$ cat config.mk
export PLATFORM = sky130hd
export DESIGN_NAME = pipeline_hazard_ctrl
export DESIGN_NICKNAME = d
export VERILOG_FILES = /design/src/rtl/pipeline_hazard_ctrl.sv
export SDC_FILE = /design/constraint.sdc
export NUM_CORES = 1
export LEC_CHECK = 0
export BUFFER_PORTS_ARGS = -buffer_cell sky130_fd_sc_hd__buf_2
export CELL_PAD_IN_SITES_DETAIL_PLACEMENT = 1
export CELL_PAD_IN_SITES_GLOBAL_PLACEMENT = 1
export CORE_MARGIN = 1
export CORE_UTILIZATION = 38
export CTS_BUF_LIST = sky130_fd_sc_hd__clkbuf_16
export DETAILED_ROUTE_END_ITERATION = 10
export GPL_ROUTABILITY_DRIVEN = 0
export PLACE_DENSITY_LB_ADDON = 0.1
export SKIP_LAST_GASP = 1
export SLEW_MARGIN = 20
export SYNTH_ARGS = -nofsm -noshare
export SYNTH_HDL_FRONTEND = slang
export SYNTH_SLANG_ARGS = --single-unit
$ cat constraint.sdc
create_clock -name clk -period 6.3 [get_ports clk]
set_input_delay 0.945 -clock clk [delete_from_list [all_inputs] [get_ports clk]]
set_output_delay 0.945 -clock clk [all_outputs]
set_load 0.03 [all_outputs]
$ cat src/rtl/pipeline_hazard_ctrl.sv
// Pipeline hazard controller: load-use stall, branch flush and data-memory wait
// sequencing, plus combinational ALU operand forwarding selects.
module pipeline_hazard_ctrl #(
  parameter int unsigned TIMEOUT_MAX = 255,
  parameter logic [1:0]  LOAD_CODE   = 2'b01
) (
  input  logic        clk,
  input  logic        rst,
  input  logic [4:0]  id_rs1,
  input  logic [4:0]  id_rs2,
  input  logic [4:0]  ex_rs1,
  input  logic [4:0]  ex_rs2,
  input  logic [4:0]  ex_rd,
  input  logic        ex_reg_write,
  input  logic [1:0]  ex_mem_to_reg,
  input  logic [4:0]  mem_rd,
  input  logic        mem_reg_write,
  input  logic [4:0]  wb_rd,
  input  logic        wb_reg_write,
  input  logic        ex_branch_taken,
  input  logic        mem_req,
  input  logic        mem_ready,
  output logic        pc_en,
  output logic        if_id_en,
  output logic        if_id_flush,
  output logic        id_ex_flush,
  output logic        ex_mem_en,
  output logic [1:0]  fwd_a,
  output logic [1:0]  fwd_b,
  output logic [1:0]  state,
  output logic [15:0] stall_count,
  output logic        mem_timeout
);

  localparam int unsigned REG_W   = 5;
  localparam int unsigned CNT_W   = 8;
  localparam int unsigned STALL_W = 16;

  typedef enum logic [1:0] {
    RUN        = 2'b00,
    LOAD_STALL = 2'b01,
    FLUSH      = 2'b10,
    MEM_WAIT   = 2'b11
  } state_t;

  state_t             r_state;
  state_t             w_next;
  logic [CNT_W-1:0]   r_wait_cnt;
  logic [CNT_W-1:0]   w_wait_cnt_inc;
  logic [STALL_W-1:0] r_stall_cnt;
  logic               r_mem_timeout;
  logic               w_mem_wait;
  logic               w_load_use;
  logic               w_timeout;

  // Producer-to-consumer forward select; x0 never forwards.
  function automatic logic [1:0] fwd_sel(input logic [REG_W-1:0] rs,
                                         input logic [REG_W-1:0] m_rd, input logic m_we,
                                         input logic [REG_W-1:0] w_rd, input logic w_we);
    if (m_we && (m_rd != '0) && (m_rd == rs))      return 2'b10;
    else if (w_we && (w_rd != '0) && (w_rd == rs)) return 2'b01;
    else                                           return 2'b00;
  endfunction

  assign w_mem_wait     = mem_req & ~mem_ready;
  assign w_load_use     = ex_reg_write & (ex_mem_to_reg == LOAD_CODE) & (ex_rd != '0) &
                          ((ex_rd == id_rs1) | (ex_rd == id_rs2));
  assign w_wait_cnt_inc = r_wait_cnt + CNT_W'(1);
  assign w_timeout      = (r_state == MEM_WAIT) & w_mem_wait &
                          (w_wait_cnt_inc == CNT_W'(TIMEOUT_MAX));

  assign fwd_a = rst ? 2'b00 : fwd_sel(ex_rs1, mem_rd, mem_reg_write, wb_rd, wb_reg_write);
  assign fwd_b = rst ? 2'b00 : fwd_sel(ex_rs2, mem_rd, mem_reg_write, wb_rd, wb_reg_write);

  assign state       = r_state;
  assign stall_count = r_stall_cnt;
  assign mem_timeout = r_mem_timeout;

  always_ff @(posedge clk or posedge rst) begin
    if (rst) r_state <= RUN;
    else     r_state <= w_next;
  end

  // Next state and stage controls; event priority is mem wait, branch, load-use.
  always_comb begin
    w_next      = RUN;
    pc_en       = 1'b1;
    if_id_en    = 1'b1;
    ex_mem_en   = 1'b1;
    if_id_flush = 1'b0;
    id_ex_flush = 1'b0;
    if (rst) begin
      pc_en       = 1'b0;
      if_id_en    = 1'b0;
      ex_mem_en   = 1'b0;
      if_id_flush = 1'b1;
      id_ex_flush = 1'b1;
    end else begin
      case (r_state)
        MEM_WAIT: begin
          if (w_mem_wait) begin
            pc_en     = 1'b0;
            if_id_en  = 1'b0;
            ex_mem_en = 1'b0;
            if (w_timeout) id_ex_flush = 1'b1;
            else           w_next      = MEM_WAIT;
          end
        end
        default: begin
          if (w_mem_wait) begin
            pc_en     = 1'b0;
            if_id_en  = 1'b0;
            ex_mem_en = 1'b0;
            w_next    = MEM_WAIT;
          end else if (ex_branch_taken) begin
            if_id_flush = 1'b1;
            id_ex_flush = 1'b1;
            w_next      = FLUSH;
          end else if (r_state == FLUSH) begin
            // Second bubble for the instruction that was in ID at branch resolve.
            id_ex_flush = 1'b1;
          end else if (w_load_use) begin
            pc_en       = 1'b0;
            if_id_en    = 1'b0;
            id_ex_flush = 1'b1;
            w_next      = LOAD_STALL;
          end
        end
      endcase
    end
  end

  // Wait-cycle counter, saturating stall counter and sticky timeout flag.
  always_ff @(posedge clk or posedge rst) begin
    if (rst) begin
      r_wait_cnt    <= '0;
      r_stall_cnt   <= '0;
      r_mem_timeout <= 1'b0;
    end else begin
      r_wait_cnt <= (r_state == MEM_WAIT) ? w_wait_cnt_inc : '0;
      if (!pc_en && (r_stall_cnt != '1)) r_stall_cnt <= r_stall_cnt + STALL_W'(1);
      if (w_timeout) r_mem_timeout <= 1'b1;
    end
  end

endmodule

## Word-level counts from Yosys, hierarchy flattened

Index checks and enable logic that the tools add are counted.

- Add/subtract/negate cells: 2
- Multipliers: 0
- Div/mod/pow operators: 0
- $lt $le $gt $ge: 0
- Eq/ne operators: 11
- Shifts and indexed selects: 0
- Multiplexer cells: 35
- Bitwise gates (word level): 8
- Reductions and logical operators: 11

Operator list:

| kind | count |
|---|---|
| $eq 5x5->1 | 6 |
| $mux 1 | 24 |
| $mux 2 | 10 |
| $add 16x1->16 const B | 1 |
| $ne 16x16->1 const B | 1 |
| $reduce_bool 5->1 | 3 |
| $add 8x1->8 const B | 1 |
| $eq 8x8->1 const B | 1 |
| $mux 8 | 1 |
| $logic_and 1x1->1 | 7 |
| $and 1x1->1 | 6 |
| $eq 2x2->1 const B | 2 |
| $eq 2x1->1 const B | 1 |
| $logic_not 1->1 | 1 |
| $not 1->1 | 1 |
| $or 1x1->1 | 1 |

- Flip-flop bits (word level): 27
- Bits in latches: 0
- Memory bits (writable): 0
- Bits in read-only memories: 0
- Input bits: 45
- Output and inout bits: 28
- Word-level logic and storage cells: 71
- Memories kept: 0

## Longest topological paths before layout

Gate-level depths: netlist (run 1).

- Depth after elaboration: 12
- Depth in mapped cells: 8
- Gate-level depth less buffers: 7

## Worst setup path before layout (run 1)

OpenSTA, ideal clock, no wires.

- Kind: input to output
- From: input rst
- To: output fwd_a[0]
- Data arrival time: 3.179 ns
- Data required time: 5.355 ns
- Setup slack: 2.176 ns
- Stages: 4
- Path buffers: 0
- Cells stage by stage: inv_1 -> o211ai_1 -> or4_1 -> nor4_1

- Cells in the longest elaborated chain, start to end: 1

Ends and longest elaborated chain:

| item | RTL line | text |
|---|---|---|
| start, declared | 8 | `input logic rst,` |
| $mux 2 | 72 | `assign fwd_a = rst ? 2'b00 : fwd_sel(ex_rs1, mem_rd, mem_reg_write, wb_rd, wb_reg_write);` |
| end, declared | 28 | `output logic [1:0] fwd_a,` |

Every way passes these cells.

## Worst setup path after layout (run 1)

- From: input mem_rd[1]
- To: output fwd_b[0]

- Cells in the longest elaborated chain, start to end: 5
- Elaborated cells on any way between the ends: 6
- Classes of those cells: eq/ne (1); mux (2); reduce/logical (3)

Ends and longest elaborated chain:

| item | RTL line | text |
|---|---|---|
| start, declared | 16 | `input logic [4:0] mem_rd,` |
| $reduce_bool 5->1 | 60 | `if (m_we && (m_rd != '0) && (m_rd == rs)) return 2'b10;` |
| $logic_and 1x1->1 | 60 |  |
| $logic_and 1x1->1 (*) | 60 |  |
| $mux 2 (*) | 60 |  |
| $mux 2 (*) | 73 | `assign fwd_b = rst ? 2'b00 : fwd_sel(ex_rs2, mem_rd, mem_reg_write, wb_rd, wb_reg_write);` |
| end, declared | 29 | `output logic [1:0] fwd_b,` |

Mark *: on every way between the ends. The rest lies on a longest branch, timed or not.

==> results.md, run 1 <==
* Routed Antenna Nets at 0
* Number of synthesized flops with an enable pin at 0
* Peak VDD IR at between 0.0001 and 0.00015 V
* Crit path required time at 5.35 ns
* Hold_buf cts at 0
* CP bufs+invs at 2
* Residual DRC count at 0
* Mapped Nets at 228
* Final HPWL DP at 3480 µm
* Die Wd at 69.7 µm
* Crit path max fanout at 4
* Multi-input combinational cell area at between 1000 and 1500 µm²
* Number of diodes at 0
* P_leak at ~1.0 nW
* Clock Path Buffers at 2
* Post-synthesis sequential area ratio at 38.8%
* RSZ-0062 raised after global routing: false
* Clk_lat worst skew at 0.26 ns
* Overflow left after global routing at 0
* Pin count of the biggest net entering global routing at 29
* Clock root buffer: clkbuf_16
* Overall power at 0.610 mW
* Commonest non-fill, non-tap cell in the layout: buf_2
* PwrDens at 273 nW/µm²
* CP arrival at 2.57 ns
* #FFs+latches synth at 27
* Crit path max-delay family: simple AND/OR/NAND/NOR gates
* Nets at 304
* Worst-margin pin slew at approximately 0.47 ns
* CTS tree: yes
* Core footprint at roughly 4400 µm²
* Most frequent cells in the layout: buf_2 (72), dfrtp_1 (27), xnor2_1 (25)
* Max Freq at 284 MHz
* Initial antenna violation count at 0
* Final hold slack at around 0.46 ns
* DRT iter0 DRCs at 64
* Cell chain of the critical path: buf_2, or4_1, o21ai_0, nor3_1, nor4_1, buf_2
* CP Class: in -> out
* Final wirelength at 4200 µm
* Fillcell total at 538
* Final setup vio count at 0
* Initial core utilization at 39.7%
* Placed instance count at 303
* Yosys cell types at 37
* Post-CTS setup buffers at 0
* Rows at 24
* Mean Syn Cell Area at between 9 and 10 µm²
* Slowest cell on the critical path: or4_1
* Pre-Repair DR Iteration Count at 4
* Sink Count at 27
* Worst-path clk slew at 0.06 ns
* CTS resizes at 0
* Critical path endpoint category: output pin
* Ports at 73
* Tcrit/Tclk final at 55.8%
* Overall die height at around 70 µm
* Number of CTS-inserted buffers at 3
* DR vias at 1,562
* Minimum clock period at approximately 3.5 ns
* Worst setup SP type: input port
* Register area at slightly below 700 µm²
* Status: completed
* Slew margin rel. at 68.5%
* Avg Vias per Cell at 5.09
* CP max stage delay at 0.51 ns
* Setup TNS Final at 0 ns
* Post-place setup slack at 2.78 ns
* Most used DFF post-synth: dfrtp_1
* Setup ws final at 2.78 ns
* DIE AREA at around 5000 µm²
* Max Cap Viol at 0
* Layout cells sized above 1 at 32.5%
* Min-delay worst type: reg -> reg
* Area Overhead vs Synth at 28.3%
* Vias in the first global route at 1,658
* Final clock skew at between 0.006 and 0.007 ns
* Drt wl/cell at 13.7 µm
* Syn Inst Count at 180
* Synth Cell Area at between 1500 and 2000 µm²
* Finished Layout Cells at 307
* IO buf count at 72
* Crit path top cell by count: buf_2
* First-pass GRT wire length at 7430 µm
* Post-synth ARST share at 100%
* Yosys warning total at 0
* H-tree depth at 1
* Slew Limit Fails at 0
* GR Util All Layers at 18.9%
* Final Hold Viols at 0
## layer usage
metal,GRT usage [%],vias to the layer above,routed length [µm]
li1,-,778,-
met1,23.6,722,1920
met2,31.2,54,1930
met3,3.78,8,242
met4,8.89,0,106
met5,0,-,0
## worst paths after layout
| check | start | to | slack (ns) | cells past startpoint |
|---|---|---|---|---|
| min | mem_timeout$_DFFE_PP0P_ | mem_timeout$_DFFE_PP0P_ | 0.46 | 1 |
| min reg2reg | mem_timeout$_DFFE_PP0P_ | mem_timeout$_DFFE_PP0P_ | 0.46 | 1 |
| min in group asynchronous | rst | stall_count[9]$_DFFE_PP0P_ | 0.83 | 3 |
| max | mem_rd[1] | fwd_b[0] | 2.78 | 6 |
| max in group asynchronous | rst | stall_count[2]$_DFFE_PP0P_ | 5.20 | 3 |
| max reg2reg | stall_count[0]$_DFFE_PP0P_ | stall_count[14]$_DFFE_PP0P_ | 3.93 | 7 |
## synthesized netlist by cell type, types with 2 or more instances
library cell,count,area [µm²]
a21oi_1,4,20.0
dfrtp_1,27,676
ha_1,3,37.5
inv_1,4,15.0
nand2_1,15,56.3
nand2b_1,2,12.5
nand3_1,13,65.1
nand4_1,3,18.8
nand4_2,2,25.0
nor2_1,15,56.3
nor3_1,5,25.0
nor4_1,6,37.5
nor4_2,2,25.0
o21ai_0,3,15.0
o31ai_1,2,15.0
or3_1,3,18.8
or4_1,5,37.5
xnor2_1,25,219
xor2_1,23,201
## registers in the layout, summed over array words and instances, names as in the netlist
signal,cells
stall_count,16
r_wait_cnt,8
state,2
mem_timeout,1
## cells by family (layout without fill, tap and decap cells)
| logic type | Yosys count | in the layout | share of synthesized area, % |
|---|---|---|---|
| adders and majority gates | 3 | 3 | 2.16 |
| and+or+nand+nor | 80 | 80 | 25.6 |
| buffers and inverters | 6 | 81 | 1.94 |
| muxes | 1 | 1 | 0.647 |
| xor gates and xnor gates | 48 | 48 | 24.2 |
| DFF | 27 | 27 | 38.8 |
| AOI/OAI and AO/OA | 15 | 15 | 6.69 |
## report_power, final
group	internal [mW]	switching [mW]	total, mW
clock	0.0850	0.0572	0.142
combinational	0.0811	0.136	0.217
sequential	0.205	0.0447	0.250
## stage by stage
stage / instance area, µm² / utilization, %
4_1_cts: 2230 / 50.9
3_3_place_gp: 2150 / 49.1
5_1_grt: 2230 / 50.9
3_5_place_dp: 2150 / 49.1
2_1_floorplan: 1740 / -
6_report: 2230 / 50.9
## area by class of cell
| class | instances | area share (%) |
|---|---|---|
| flip-flops and latches | 27 | 30.3 |
| multi-input cells | 147 | 46.2 |
| clock inverters | 1 | 0.168 |
| well taps | 52 | 2.91 |
| repair buffers | 73 | 16.5 |
| inverters | 4 | 0.672 |
| clock buffers | 3 | 3.36 |
(Power assumes the default switching activity.)
==> inputs of run 2 (changes only) <==
CORE_UTILIZATION = 32   (was 38)
clock period = 2.9 ns   (was 6.3 ns; I/O delays follow)
==> results.md, run 2 (synthesis results as in run 1) <==
* Status: completed (unchanged)
* Crit path top cell by count: buf_2 (unchanged)
* Crit path max fanout at 4 (unchanged)
* Ports at 73 (unchanged)
* IO buf count at 72 (unchanged)
* Max Cap Viol at 0 (unchanged)
* Min-delay worst type: in -> async (was reg -> reg)
* Setup TNS Final at 0 ns (unchanged)
* Number of diodes at 0 (unchanged)
* Worst-path clk slew at 0.06 ns (about the same)
* Final clock skew at 0.00305 ns (was 0.00668 ns)
* DR vias at 1,560 (was 1,562)
* Pre-Repair DR Iteration Count at 4 (unchanged)
* Fillcell total at 638 (was 538)
* Nets at 304 (unchanged)
* Overall die height at 75.8 µm (was 69.7 µm)
* Vias in the first global route at 1,604 (was 1,658)
* Commonest non-fill, non-tap cell in the layout: buf_2 (unchanged)
* Overflow left after global routing at 0 (unchanged)
* Post-CTS setup buffers at 0 (unchanged)
* Initial core utilization at 33.6% (was 39.7%)
* Final wirelength at 4250 µm (was 4200 µm)
* Placed inst area at 2190 µm² (was 2150 µm²)
* PwrDens at 583 nW/µm² (was 273 nW/µm²)
* Critical path endpoint category: output pin (unchanged)
* Rows at 26 (was 24)
* Cell chain of the critical path: buf_2, or4_1, o21ai_0, nor3_1, nor4_2, buf_2 (was buf_2, or4_1, o21ai_0, nor3_1, nor4_1, buf_2)
* Crit path required time at 2.47 ns (was 5.35 ns)
* Slowest cell on the critical path: or4_1 (unchanged)
* Worst Setup SP: mem_rd[1] (unchanged)
* Core footprint at 5170 µm² (was 4380 µm²)
* Peak VDD IR at 0.000299 V (was 0.000125 V)
* Final Cell Area at 2270 µm² (was 2230 µm²)
* GR Util All Layers at 16.4% (was 18.9%)
* DRT iter0 DRCs at 53 (was 64)
* Final setup vio count at 0 (unchanged)
* RSZ-0062 raised after global routing: false (unchanged)
* CTS tree: yes (unchanged)
* Layout cells sized above 1 at 33.3% (was 32.5%)
* Initial antenna violation count at 0 (unchanged)
* Residual DRC count at 0 (unchanged)
* Max Freq at 396 MHz
* Sink Count at 27 (unchanged)
* CP max stage delay at 0.51 ns (about the same)
* Final Hold Viols at 0 (unchanged)
* Area Overhead vs Synth at 30.3% (was 28.3%)
* Slew margin rel. at 68.5% (about the same)
* CP arrival at 2.09 ns (was 2.57 ns)
* Avg Vias per Cell at 4.80 (was 5.09)
* Final HPWL DP at 3510 µm (was 3480 µm)
* CTS resizes at 0 (unchanged)
* Minimum clock period at 2.53 ns
* Worst-margin pin slew at 0.469 ns (was 0.473 ns)
* Drt wl/cell at 13.1 µm (was 13.7 µm)
* Slew Limit Fails at 0 (unchanged)
* P_leak at 1.04 nW (about the same)
* Tcrit/Tclk final at between 80 and 90%
* CP Class: in -> out (unchanged)
* Number of CTS-inserted buffers at 3 (unchanged)
* Pin count of the biggest net entering global routing at 29 (unchanged)
* Clk_lat worst skew at 0.26 ns (about the same)
* Max reg flops at 16 (unchanged)
* Clock Path Buffers at 2 (unchanged)
* Die Wd at 75.8 µm (was 69.7 µm)
* Worst setup SP type: input port (unchanged)
* Origin of the critical flop-to-flop path: stall_count[0]$_DFFE_PP0P_ (unchanged)
* Hold_buf cts at 0 (unchanged)
* Clock root buffer: clkbuf_16 (unchanged)
* First-pass GRT wire length at 7150 µm (was 7430 µm)
* H-tree depth at 1 (unchanged)
* Routed Antenna Nets at 0 (unchanged)
* DIE AREA at 5740 µm² (was 4850 µm²)
* Most frequent cells in the layout: buf_2 (72), dfrtp_1 (27), xnor2_1 (25) (unchanged)
-- run 2: changes by cell type in the layout (fill, tap and decap cells not counted) --
cell	previous run	this run
nor4_1	6	4
nor4_2	2	4
-- run 2: where the power goes --
part           switching (mW)  internal, mW  total (mW)
clock network           0.120         0.184       0.305
registers               0.100         0.446       0.546
logic                   0.296         0.176       0.471
-- run 2: layout make-up --
cell class                      count  area, µm²  share of cell area, %
Tap cell                           70       87.6                   3.86
Clock inverter                      1       3.75                  0.165
Sequential cell                    27        676                   29.8
Timing Repair Buffer               73        368                   16.2
Multi-Input combinational cell    147       1040                   46.0
Clock buffer                        3       75.1                   3.31
Inverter                            4       15.0                  0.662
-- run 2: final timing paths --
kind                                               endpoint  slack (ns)  cells after the start
worst max-delay path                               fwd_b[0]        0.37                      6
worst min-delay path                     state[0]$_DFF_PP0_        0.33                      3
worst max register to register  stall_count[14]$_DFFE_PP0P_        0.58                      7
worst min register to register      mem_timeout$_DFFE_PP0P_        0.45                      1
max in group asynchronous           r_wait_cnt[0]$_DFF_PP0_        2.30                      3
min in group clk                         state[0]$_DFF_PP0_        0.43                      2
-- run 2: critical path: cells and delay by family --
family / cells / cell delay, ns
AOI/OAI and AO/OA: 1 / 0.37
buffers and inverters: 2 / 0.36
and+or+nand+nor: 3 / 0.93
-- run 2: per-stage QoR --
stage                     worst slack (ns)  total power, mW  hold slack (ns)  instances  utilization (%)
after floorplan                      0.129            0.860            0.474        180                -
after CTS                            0.366             1.34            0.355        325             43.9
after global routing                 0.283             1.41            0.400        325             43.9
final                                0.372             1.32            0.333        325             43.9
after global placement               0.393             1.02            0.445        321             42.3
after detailed placement             0.366             1.03            0.444        321             42.3
-- run 2: per-layer routing --
| layer | routed length [µm] | GRT usage [%] | share of wire, % |
|---|---|---|---|
| met1 | 1930 | 20.6 | 45 |
| met2 | 2040 | 27.7 | 48 |
| met3 | 253 | 4.10 | 6.0 |
| met4 | 31 | 4.73 | 0.73 |
| met5 | 0 | 0 | 0 |
